==> src/rtl/wand_path_controller.sv <==
// Tutorial wand path sequencer: walks the wand sprite along a stored spell pattern on the
// 4x4 spell-node grid, one STEP_PX move per tick, and cycles the sprite frame while running.
module wand_path_controller #(
  parameter int unsigned STEP_TICKS  = 10000000,
  parameter int unsigned FRAME_TICKS = 5000,
  parameter int unsigned STEP_PX     = 20,
  parameter int unsigned HOLD_TICKS  = 2
) (
  input  logic       clk_i,
  input  logic       reset_i,
  input  logic       learn_mode_i,
  input  logic       start_i,
  input  logic [1:0] spell_sel_i,
  output logic [8:0] wand_row_o,
  output logic [9:0] wand_col_o,
  output logic [3:0] now_node_o,
  output logic [3:0] next_node_o,
  output logic [1:0] frame_sel_o,
  output logic       busy_o,
  output logic       seg_done_o,
  output logic       done_o
);

  localparam int unsigned TickW  = (STEP_TICKS > 1) ? $clog2(STEP_TICKS) : 1;
  localparam int unsigned FrameW = (FRAME_TICKS > 1) ? $clog2(FRAME_TICKS) : 1;
  localparam int unsigned HoldW  = (HOLD_TICKS > 1) ? $clog2(HOLD_TICKS) : 1;

  localparam logic [TickW-1:0]  TickLast  = TickW'(STEP_TICKS - 1);
  localparam logic [FrameW-1:0] FrameLast = FrameW'(FRAME_TICKS - 1);
  localparam logic [HoldW-1:0]  HoldLast  = HoldW'((HOLD_TICKS > 0) ? HOLD_TICKS - 1 : 0);
  localparam logic [8:0]        StepRow   = 9'(STEP_PX);
  localparam logic [9:0]        StepCol   = 10'(STEP_PX);

  typedef enum logic [2:0] {StIdle, StHome, StMove, StDwell, StDone} state_e;

  // 100*k built from shifts: 64k + 32k + 4k.
  function automatic logic [8:0] node_row(input logic [3:0] n);
    logic [8:0] k;
    k = {7'd0, n[3:2]};
    return 9'd90 + (k << 6) + (k << 5) + (k << 2);
  endfunction

  function automatic logic [9:0] node_col(input logic [3:0] n);
    logic [9:0] k;
    k = {8'd0, n[1:0]};
    return 10'd170 + (k << 6) + (k << 5) + (k << 2);
  endfunction

  function automatic logic [3:0] spell_node(input logic [1:0] s, input logic [2:0] i);
    logic [3:0] n;
    n = 4'd0;
    case (s)
      2'd0: begin
        case (i)
          3'd0:    n = 4'd5;
          3'd1:    n = 4'd6;
          3'd2:    n = 4'd7;
          3'd3:    n = 4'd11;
          3'd4:    n = 4'd10;
          default: n = 4'd0;
        endcase
      end
      2'd1: begin
        case (i)
          3'd0:    n = 4'd0;
          3'd1:    n = 4'd1;
          3'd2:    n = 4'd2;
          3'd3:    n = 4'd3;
          3'd4:    n = 4'd7;
          3'd5:    n = 4'd11;
          3'd6:    n = 4'd15;
          default: n = 4'd0;
        endcase
      end
      2'd2: begin
        case (i)
          3'd0:    n = 4'd12;
          3'd1:    n = 4'd8;
          3'd2:    n = 4'd4;
          3'd3:    n = 4'd0;
          default: n = 4'd0;
        endcase
      end
      default: begin
        case (i)
          3'd0:    n = 4'd5;
          3'd1:    n = 4'd6;
          3'd2:    n = 4'd5;
          3'd3:    n = 4'd6;
          default: n = 4'd0;
        endcase
      end
    endcase
    return n;
  endfunction

  // Index of the final node of each pattern.
  function automatic logic [2:0] spell_last(input logic [1:0] s);
    logic [2:0] l;
    case (s)
      2'd0:    l = 3'd4;
      2'd1:    l = 3'd6;
      default: l = 3'd3;
    endcase
    return l;
  endfunction

  state_e            state_q, state_d;
  logic [1:0]        spell_q, spell_d;
  logic [2:0]        idx_q, idx_d;
  logic [TickW-1:0]  tick_cnt_q, tick_cnt_d;
  logic [FrameW-1:0] frame_cnt_q, frame_cnt_d;
  logic [1:0]        frame_sel_q, frame_sel_d;
  logic [HoldW-1:0]  hold_cnt_q, hold_cnt_d;
  logic [8:0]        row_q, row_d;
  logic [9:0]        col_q, col_d;
  logic [3:0]        now_q, now_d;
  logic [3:0]        next_q, next_d;
  logic              seg_done_q, seg_done_d;

  logic       running, running_d;
  logic       tick, start_ok, abort, arrive, dwell_done, advance, last;
  logic [8:0] tgt_row, step_row;
  logic [9:0] tgt_col, step_col;
  logic [4:0] now5, nxt5;

  assign running   = (state_q == StHome) || (state_q == StMove) || (state_q == StDwell);
  assign running_d = (state_d == StHome) || (state_d == StMove) || (state_d == StDwell);
  assign tick      = running && (tick_cnt_q == TickLast);
  assign start_ok  = start_i && learn_mode_i && ((state_q == StIdle) || (state_q == StDone));
  assign abort     = !learn_mode_i && (state_q != StIdle);
  assign tgt_row   = node_row(next_q);
  assign tgt_col   = node_col(next_q);
  assign now5      = {1'b0, now_q};
  assign nxt5      = {1'b0, next_q};
  assign last      = (idx_q == spell_last(spell_q));

  // Adjacent nodes are approached STEP_PX at a time; anything else jumps straight there.
  always_comb begin
    step_row = tgt_row;
    step_col = tgt_col;
    if (nxt5 == now5 + 5'd1) begin
      step_row = row_q;
      step_col = col_q + StepCol;
    end else if (now5 == nxt5 + 5'd1) begin
      step_row = row_q;
      step_col = col_q - StepCol;
    end else if (nxt5 == now5 + 5'd4) begin
      step_row = row_q + StepRow;
      step_col = col_q;
    end else if (now5 == nxt5 + 5'd4) begin
      step_row = row_q - StepRow;
      step_col = col_q;
    end
  end

  assign arrive = (state_q == StMove) &&
                  (((row_q == tgt_row) && (col_q == tgt_col)) ||
                   (tick && (step_row == tgt_row) && (step_col == tgt_col)));
  assign dwell_done = (state_q == StDwell) && tick && (hold_cnt_q == HoldLast);
  assign advance    = dwell_done || ((HOLD_TICKS == 0) && arrive);

  always_ff @(posedge clk_i) begin
    if (reset_i) begin
      state_q     <= StIdle;
      spell_q     <= 2'd0;
      idx_q       <= 3'd0;
      tick_cnt_q  <= '0;
      frame_cnt_q <= '0;
      frame_sel_q <= 2'd0;
      hold_cnt_q  <= '0;
      row_q       <= 9'd190;
      col_q       <= 10'd270;
      now_q       <= 4'd5;
      next_q      <= 4'd5;
      seg_done_q  <= 1'b0;
    end else begin
      state_q     <= state_d;
      spell_q     <= spell_d;
      idx_q       <= idx_d;
      tick_cnt_q  <= tick_cnt_d;
      frame_cnt_q <= frame_cnt_d;
      frame_sel_q <= frame_sel_d;
      hold_cnt_q  <= hold_cnt_d;
      row_q       <= row_d;
      col_q       <= col_d;
      now_q       <= now_d;
      next_q      <= next_d;
      seg_done_q  <= seg_done_d;
    end
  end

  always_comb begin
    state_d    = state_q;
    spell_d    = spell_q;
    idx_d      = idx_q;
    hold_cnt_d = hold_cnt_q;
    row_d      = row_q;
    col_d      = col_q;
    now_d      = now_q;
    next_d     = next_q;
    seg_done_d = 1'b0;
    if (abort) begin
      state_d = StIdle;
    end else begin
      case (state_q)
        StIdle, StDone: begin
          if (start_ok) begin
            state_d    = StHome;
            spell_d    = spell_sel_i;
            idx_d      = 3'd1;
            hold_cnt_d = '0;
            now_d      = spell_node(spell_sel_i, 3'd0);
            next_d     = spell_node(spell_sel_i, 3'd1);
            row_d      = node_row(spell_node(spell_sel_i, 3'd0));
            col_d      = node_col(spell_node(spell_sel_i, 3'd0));
          end
        end
        StHome: begin
          if (tick) state_d = StMove;
        end
        StMove: begin
          if (arrive) begin
            row_d      = tgt_row;
            col_d      = tgt_col;
            now_d      = next_q;
            seg_done_d = 1'b1;
            hold_cnt_d = '0;
            if (HOLD_TICKS > 0) state_d = StDwell;
          end else if (tick) begin
            row_d = step_row;
            col_d = step_col;
          end
        end
        StDwell: begin
          if (tick && (hold_cnt_q != HoldLast)) hold_cnt_d = hold_cnt_q + HoldW'(1);
        end
        default: state_d = StIdle;
      endcase
      if (advance) begin
        if (last) begin
          state_d = StDone;
        end else begin
          idx_d   = idx_q + 3'd1;
          next_d  = spell_node(spell_q, idx_q + 3'd1);
          state_d = StMove;
        end
      end
    end
  end

  // Tick and frame counters only free-run across consecutive busy cycles.
  always_comb begin
    tick_cnt_d  = '0;
    frame_cnt_d = '0;
    frame_sel_d = 2'd0;
    if (running && running_d) begin
      tick_cnt_d = tick ? '0 : tick_cnt_q + TickW'(1);
      if (frame_cnt_q == FrameLast) begin
        frame_cnt_d = '0;
        frame_sel_d = (frame_sel_q == 2'd2) ? 2'd0 : frame_sel_q + 2'd1;
      end else begin
        frame_cnt_d = frame_cnt_q + FrameW'(1);
        frame_sel_d = frame_sel_q;
      end
    end
  end

  always_comb begin
    wand_row_o  = row_q;
    wand_col_o  = col_q;
    now_node_o  = now_q;
    next_node_o = next_q;
    frame_sel_o = frame_sel_q;
    seg_done_o  = seg_done_q;
    busy_o      = running;
    done_o      = (state_q == StDone);
  end

endmodule

==> config.mk <==
export PLATFORM = sky130hd
export DESIGN_NAME = wand_path_controller
export DESIGN_NICKNAME = d
export VERILOG_FILES = /design/src/rtl/wand_path_controller.sv
export SDC_FILE = /design/constraint.sdc
export NUM_CORES = 1
export LEC_CHECK = 0
export CAP_MARGIN = 25
export CORE_MARGIN = 1
export CORE_UTILIZATION = 50
export DETAILED_ROUTE_END_ITERATION = 8
export GPL_TIMING_DRIVEN = 0
export PLACE_DENSITY = 0.69
export SYNTH_ARGS = -nofsm -noshare
export SYNTH_HDL_FRONTEND = slang
export SYNTH_SLANG_ARGS = --single-unit
export TNS_END_PERCENT = 50
==> constraint.sdc <==
create_clock -name clk_i -period 4.8 [get_ports clk_i]
set_input_delay 0.48 -clock clk_i [delete_from_list [all_inputs] [get_ports clk_i]]
set_output_delay 0.48 -clock clk_i [all_outputs]
set_load 0.01 [all_outputs]
==> impl_summary.md, run 1 <==
Placement
The total half-perimeter wirelength after legalization and detailed placement is between 10000 and 15000 um. The pre-CTS setup slack is -0.273 ns. Counting tap cells, the placed design contains a total of roughly 1000 instances. The count of buffers from port buffering is 37. At the end of routability-driven placement, the weighted congestion stood at roughly 0.96.

STA
The tightest hold path in the finished design has a slack of ~0.47 ns. For the pin with the worst max-slew slack, the measured transition is ~0.72 ns. Setup repair after global routing left no endpoint under its margin. The setup TNS after final layout is 0 ns.

Measured against its own limit, the worst slew margin works out to 51.4%. The worst path uses around 95% of the clock period. The highest achievable clock rate is 0.220 GHz. The final count of hold timing violations is 0. Counting I/O delays and the setup requirement, the final critical path takes 4.55 ns. The worst path setup slack after routing is approximately 0.25 ns.

The count of endpoints failing setup in the final report is 0. Clock skew on the completed layout was measured at 0.00587 ns. The final number of max-transition violations was 0.

GRT
Global routing finished with a remaining overflow of 0. In the global route stage, overall resource usage came out at about 31%. The first-pass GRT wire length is just over 30000 um. The number of global-route vias before repair came to between 6k and 7k. The number of antenna violations at the first check in global routing is 0. Entering global routing, the biggest net connects 17 pins.

Route
The routed length per instance is approximately 19 um. After detailed routing, the number of vias per cell comes to roughly 6.5. The detailed-router iteration count before antenna repair is 9. The total length of routed wires is 19100 um. The number of routed nets with antenna violations is 0. In the routed design, unresolved DRC markers number 2. The initial DRC count is 684. The detailed router placed roughly 6.5k vias in this run.

Logic synthesis
After synthesis, the share of flip-flops with an asynchronous set or reset is 0%. The part of the Yosys area used for sequential elements is between 20% and 30%. Counting every net in the synthesized netlist gives 845.

By area the synthesized netlist is led by dfxtp_1 25%, xor2_1 5.3%, nand2_1 5.1%, xnor2_1 4.8%, ha_1 4.7%. After technology mapping, the gate count stands at roughly 820. The number of different library cells in the post-synthesis netlist is 75.

The synthesized netlist occupies a cell area of between 0.006 and 0.007 mm^2. The average instance area after synthesis is 7.45 um^2. The synthesized design contains between 70 and 80 register bits.

The flip-flop cell with the highest count after synthesis is dfxtp_1. The dominant cell type by area after synthesis is dfxtp_1. By instance count, the leading cell after synthesis is nand2_1. The synthesized design devotes to its leading area cell type 25.0% of total area. The commonest cells after synthesis are 82 x nand2_1, 76 x dfxtp_1, 60 x nor2_1. The number of enable-type register cells in the synthesized netlist is 0. During synthesis, Yosys emitted a total of 0 warnings.

Setup path
The depth of the most critical reg-to-reg path is 15. The highest net fanout along the worst path is 10. STA classifies the critical path endpoint as a register. The worst register-to-register path ends at wand_row_o[8]$_SDFFE_PP0P_. The required time at the endpoint of the critical path is about 5 ns.

The classification of the worst setup path is register to register. The worst setup path is launched from a register. For the worst setup path, the data arrival time is 4.77 ns. The worst register-to-register path begins at next_node_o[3]$_SDFFE_PP0N_.

Setup slack on the worst reg-to-reg path comes out at 0.25 ns.

Die
Pin placement for this block handled 38 I/O pins. The die covers roughly 0.013 mm^2. Measured along the y axis, the die boundary spans about 110 um.

The starting density of the core is between 50 and 60%. The width of the die is about 110 um. The row count is 39. The region available for standard cell placement spans roughly 0.012 mm^2.

Final layout
The area growth from synthesis to layout is 14.1%. The repair_antennas step left the layout with diodes totalling 0. At the end of the flow, the number of nets in the layout was just under 900. Counting the fill cells in the layout gives ~1.1k. The final standard cell count with taps included and fillers excluded is roughly 1.0k. Cells with a size suffix above 1 make up under 10% of the layout. Once layout is complete, the utilization of the core stands at 59.7%.

CTS
Clock-pin slew was measured on the worst setup and hold paths at around 0.06 ns. The TritonCTS clock tree is done. The source-to-sink clock delay at the later pin of the worst-skew pair is between 0.3 and 0.4 ns.

The number of H-tree branching levels is 3. Clock tree synthesis selected as its root buffer the cell clkbuf_16. TritonCTS created 9 clock buffers.

For this design, the sink count on the clock tree is 76. The clock passes through at most 2 buffers.

Power
The power density over the cells is 260 mW/mm^2. The analysis attributes to cell leakage a power of around 2.5 nW. The worst supply voltage drop on vdd is approximately 0.23 mV.

Hold path
Along the worst hold path, the cell count comes to 1. For hold timing, the worst endpoint is wand_col_o[1]$_SDFFE_PP1P_. The worst hold path begins at wand_col_o[1]$_SDFFE_PP1P_.

The kind of path behind the tightest hold check is register to register.

Run
The max-cap check violation count is 0.

Outcome
The run finished, with violations left. The final reports fail on design-rule violations.
[worst max path at each step]
stage	end	start	cells after the start
floorplan	wand_row_o[8]$_SDFFE_PP0P_	next_node_o[0]$_SDFFE_PP1N_	17
global placement	wand_row_o[3]$_SDFFE_PP1P_	next_node_o[0]$_SDFFE_PP1N_	18
detailed placement	wand_row_o[3]$_SDFFE_PP1P_	next_node_o[0]$_SDFFE_PP1N_	18
CTS	wand_row_o[3]$_SDFFE_PP1P_	next_node_o[3]$_SDFFE_PP0N_	16
global route	now_node_o[0]$_SDFFE_PP1P_	next_node_o[1]$_SDFFE_PP0N_	16
finish	wand_row_o[8]$_SDFFE_PP0P_	next_node_o[3]$_SDFFE_PP0N_	15
[cell families (layout without fill, tap and decap cells)]
group,after synthesis,after routing,share of synthesized area (%)
buf+inv,82,133,5.66
simple gates,351,351,30.0
flops,76,76,25.0
compound gates,209,209,23.4
mux,4,4,0.659
fa+ha+maj,23,23,4.74
xor+xnor,71,71,10.5
[cell type report]
cell class / count / area (um^2) / area share (%)
plain buffers: 50 / 233 / 3.36
clock buffers: 9 / 225 / 3.25
clock inverters: 7 / 52.6 / 0.758
inverters: 30 / 113 / 1.62
multi-input cells: 658 / 4240 / 61.1
flip-flops and latches: 76 / 1520 / 21.9
well taps: 143 / 179 / 2.58
repair buffers: 37 / 370 / 5.34
[cells in the final DEF, fill, tap and decap left out, drive strengths merged, types with 33 or more instances in the layout]
master	count
clkdlybuf4s50	37
nor2	61
xnor2	33
dfxtp	76
o21ai	48
nand2	82
nand3	48
xor2	37
a21oi	50
clkbuf	46
nor3	55
[critical path: stages, from the launching register on]
cell and delay, ns:
dfxtp_1 0.49, clkbuf_4 0.29, inv_1 0.17, ha_2 0.45
xor2_1 0.11, o22ai_2 0.30, and2_1 0.17, buf_2 0.23
a21oi_1 0.10, o211ai_1 0.44, or3_1 0.20, a211oi_2 0.09
o21ai_1 0.46, nand2_1 0.31, a211o_1 0.35, a221oi_1 0.27
[flip-flops by register name (all words and copies together) (netlist names)]
signal and cells:
frame_cnt_q 13, hold_cnt_q 1, tick_cnt_q 24, wand_col_o 10
state_q 3, wand_row_o 9, frame_sel_o 2, spell_q 2
now_node_o 4, seg_done_o 1, idx_q 3, next_node_o 4
[power by group]
group          internal (W)  total, W  switching (W)  leakage, nW
clock              0.000353  0.000620       0.000267        0.141
sequential         0.000644  0.000664      0.0000196        0.616
combinational      0.000185  0.000522       0.000337         1.72
[layer usage]
metal  track usage, %  part of all wire, %  vias to the layer above
li1                 -                    -                     3095
met1             37.1                   40                     3059
met2             53.7                   49                      325
met3             3.62                  7.7                       57
met4             14.8                  3.5                        0
met5                0                    0                        -
[repair_timing]
action	in CTS	in global routing
setup buffers	0	0
endpoints found under the hold margin	0	0
gates resized for setup	1	13
hold buffers	0	0
setup endpoints to repair	12	57
[per-stage QoR]
stage / power, W / instance area [um^2]
finish: 0.00181 / 6930
global route: 0.00189 / 6930
global placement: 0.00117 / 6630
detailed placement: 0.00117 / 6630
floorplan: 0.00103 / 6080
CTS: 0.00180 / 6910
No activity file was read; power rests on OpenSTA's default activity.
==> run 2, diff against run 1 <==
==> constraint.sdc (replaced) <==
create_clock -name clk_i -period 4.8 [get_ports clk_i]
set_input_delay 0.48 -clock clk_i [delete_from_list [all_inputs] [get_ports clk_i]]
set_output_delay 0.48 -clock clk_i [all_outputs]
set_load 0.1 [all_outputs]
==> results of run 2 <==
Same layout as run 1 (identical final DEF). Status: complete, but fails checks: design-rule violations.
Main changes from that run: total power 0.00181 W -> 0.00188 W
==> run 3, diff against run 2 <==
--- a/config.mk
+++ b/config.mk
@@ -7,10 +7,12 @@
 export LEC_CHECK = 0
 export CAP_MARGIN = 25
 export CORE_MARGIN = 1
-export CORE_UTILIZATION = 50
+export CORE_UTILIZATION = 55
+export CTS_BUF_LIST = sky130_fd_sc_hd__clkbuf_16
 export DETAILED_ROUTE_END_ITERATION = 8
 export GPL_TIMING_DRIVEN = 0
-export PLACE_DENSITY = 0.69
+export PLACE_DENSITY = 0.75
+export REMOVE_ABC_BUFFERS = 1
 export SYNTH_ARGS = -nofsm -noshare
 export SYNTH_HDL_FRONTEND = slang
 export SYNTH_SLANG_ARGS = --single-unit
==> impl_summary.md, run 3 (same netlist as run 1, synthesis figures left out) <==
Die
The number of placed I/O pins is 38 (unchanged). The area enclosed by the die boundary came to 0.0115 mm^2 (was 0.0126 mm^2). The width of the die is 107 um (was 112 um). The core outline area is 0.0108 mm^2 (was 0.0116 mm^2).

The die height is 107 um (was 112 um). The row count is 38 (was 39). The starting density of the core came to 56.3% (was 52.3%).

GRT
The number of antenna violations at the first check in global routing is 0 (unchanged). The met2 track demand over resource is 52.1% (was 53.7%). The busiest metal layer after global routing is met2 (unchanged). The overall track demand over capacity in global routing is 30.8% (was 30.6%).

The global-route congestion overflow total was 0 (unchanged). The met3 global-route usage is 4.44% (was 3.62%). The number of global-route vias before repair is 5759 (was 6185). The met1 track demand over resource in global routing is 38.8% (was 37.1%). The pin count of the biggest net entering global routing is 30 (was 17). The first-pass GRT wire length is 28400 um (was 30900 um).

Setup path
The buffering stage count on the worst path with inverters included was 2 (was 3). The delay contributed by the slowest stage of the critical path was 0.52 ns (was 0.49 ns). The gate family responsible for the most delay along the worst path is compound AO/OA/AOI/OAI gates (unchanged). The kind of start point of the critical path was a register (unchanged). Crit path cell chain: inv_1 > ha_1 > xor2_1 > a2111oi_4 > nand2_2 > nand2_4 > o211ai_1 > or3_1 > a211oi_2 > o211ai_1 > a21oi_2 > o21ai_4 > buf_16 > nor4b_1 (was clkbuf_4 > inv_1 > ha_2 > xor2_1 > o22ai_2 > and2_1 > buf_2 > a21oi_1 > o211ai_1 > or3_1 > a211oi_2 > o21ai_1 > nand2_1 > a211o_1 > a221oi_1). The most frequent cell on the critical path is o211ai_1. The register-to-register setup slack is 0.28 ns (was 0.25 ns). The highest net fanout along the worst path is 29 (was 10). The highest-delay cell along the critical path is dfxtp_2 (was dfxtp_1).

The classification of the worst setup path is register to register (unchanged). The endpoint type of the worst setup path is a register (unchanged). The data arrival time of the critical path is 4.74 ns (was 4.77 ns). The required time at the endpoint of the critical path is 5.02 ns (about the same).

Placement
The count of buffers from port buffering is 37 (unchanged). The last weighted congestion value of the routability-driven placer was 0.954 (was 0.958). The pre-CTS setup slack is -0.601 ns (was -0.273 ns). The total half-perimeter wirelength after legalization and detailed placement is 12600 um (was 14700 um).

CTS
The count of hold buffers inserted by post-cts repair is 0 (unchanged). The number of buffers created by CTS is 9 (unchanged). The source-to-sink clock delay at the later pin of the worst-skew pair is 0.33 ns (about the same).

The TritonCTS clock tree is done (unchanged). The clock slew at the register clock pins of the worst setup and hold paths came to 0.05 ns (was 0.06 ns). The total clock sinks is 76 (unchanged). The number of H-tree branching levels is 3 (unchanged). The clock tree buffer depth is 2 (unchanged). The clock root buffer is clkbuf_16 (unchanged).

Power
The internal power summed over all cells came to 0.00122 W (was 0.00118 W). The leakage power total is 2.42 nW (was 2.48 nW). The power density over the cells was 276 mW/mm^2 (was 271 mW/mm^2). The worst supply voltage drop on vdd is 0.242 mV (was 0.232 mV).

The switching power of the nets is 0.000664 W (was 0.000697 W). The part of the total power dissipated in sequential elements is 36.7% (was 35.3%). The total design power is 0.00188 W (about the same). The switching fraction of total power is 35.3% (was 37.1%).

The relative contribution of combinational cells to total power is 29.1% (was 31.7%). The share of total power in the clock network was 34.2% (was 33.0%).

Route
The via count of the routed design is 6348 (was 6536). The residual DRC count is 0 (was 2). The number of routed nets with antenna violations is 0 (unchanged).

The via density per instance came to 6.58 (was 6.47). The detailed-router iteration count before antenna repair is 7 (was 9). The initial DRC count is 558 (was 684).

The total length of routed wires is 17400 um (was 19100 um). The routed length per instance was 18.0 um (was 18.9 um).

Final layout
The number of inserted diodes is 0 (unchanged). The register containing the most flip-flops in the final layout is tick_cnt_q (unchanged). The layout cell share with drive strength beyond 1 is 6.91% (was 6.92%). The layout overhead on the synthesized area is 12.1% (was 14.1%).

Highest-count cells in the layout ignoring fill and taps: 79 x nand2_1, 72 x dfxtp_1, 60 x nor2_1 (was 82 x nand2_1, 76 x dfxtp_1, 60 x nor2_1). The count of nets after finishing is 849 (was 891). The leading cell type in the layout, fill and taps excluded is nand2_1 (unchanged). The flip-flop count of the largest register after layout is 24 (unchanged).

STA
The highest achievable clock rate is 0.221 GHz (was 0.220 GHz). The period utilization was 94.1% (was 94.8%). The count of endpoints failing setup in the final report is 0 (unchanged). The final number of max-transition violations was 0 (unchanged). The setup clock skew after layout is 0.00779 ns (was 0.00587 ns).

The transition time of the tightest slew-check pin was 0.996 ns (was 0.973 ns). The shortest clock period the worst path allows after layout is 4.52 ns (was 4.55 ns). The worst-case headroom to the max-slew limit is 33.4% (was 34.9%). The worst path setup slack after routing is 0.284 ns (was 0.249 ns).

RSZ-0062 raised after global routing: false (unchanged). The final count of hold timing violations is 0 (unchanged).

Run
The max-cap check violation count is 0 (unchanged).

Outcome
Run status: finished clean (was complete, but fails checks).

Hold path
The kind of path behind the tightest hold check is register to register (unchanged).
==> run 3: stage by stage <==
stage / std cells / hold slack, ns / TNS [ns] / util, % / instance area (um^2)
6_report: 965 / 0.468 / 0 / 63.1 / 6820
5_1_grt: 965 / 0.486 / 0 / 63.1 / 6820
4_1_cts: 959 / 0.470 / 0 / 62.5 / 6740
3_5_place_dp: 943 / 0.452 / -20.09 / 59.6 / 6430
3_3_place_gp: 941 / 0.445 / -31.97 / 59.2 / 6390
2_1_floorplan: 764 / 0.433 / -11.41 / - / 5850
==> run 3: final cells by class <==
cell class | instances | area (um^2)
timing repair buffer | 45 | 448
fill | 980 | 3980
sequential | 76 | 1530
tap | 140 | 175
multi-input combinational | 658 | 4270
inverter | 30 | 113
clock buffer | 9 | 225
clock inverter | 7 | 58.8
==> run 3: worst paths after layout <==
kind                                     from                   endpoint  cells after the start
setup / recovery  next_node_o[1]$_SDFFE_PP0N_  frame_cnt_q[1]$_SDFF_PP0_                     14
hold / removal      frame_cnt_q[0]$_SDFF_PP0_  frame_cnt_q[0]$_SDFF_PP0_                      1
setup reg to reg  next_node_o[1]$_SDFFE_PP0N_  frame_cnt_q[1]$_SDFF_PP0_                     14
hold reg to reg     frame_cnt_q[0]$_SDFF_PP0_  frame_cnt_q[0]$_SDFF_PP0_                      1
==> run 3: timing repair <==
item | CTS | global route
pin swaps | 0 | 1
gates resized for setup | 8 | 7
buffers inserted | 0 | 5
setup endpoints to repair | 63 | 57
==> run 3: power groups by stage <==
stage                     clock [W]  sequential [W]  combinational, W
final                      0.000644        0.000690          0.000549
after global routing       0.000681        0.000693          0.000588
after CTS                  0.000655        0.000688          0.000528
after global placement            0        0.000700          0.000506
after floorplan                   0        0.000760          0.000321
after detailed placement          0        0.000701          0.000522
==> run 3: metal layers <==
| metal | share of wire (%) | up-vias |
|---|---|---|
| met1 | 42 | 2999 |
| met4 | 2.9 | 0 |
| li1 | - | 3027 |
| met5 | 0 | - |
| met2 | 49 | 277 |
| met3 | 6.8 | 45 |
==> run 3: worst reg2reg max path, cell delays in order (launching register included) <==
cell and delay, ns:
dfxtp_2 0.52, inv_1 0.14, ha_1 0.51, xor2_1 0.16, a2111oi_4 0.36, nand2_2 0.28
nand2_4 0.27, o211ai_1 0.24, or3_1 0.38, a211oi_2 0.29, o211ai_1 0.19, a21oi_2 0.32
o21ai_4 0.19, buf_16 0.21, nor4b_1 0.33
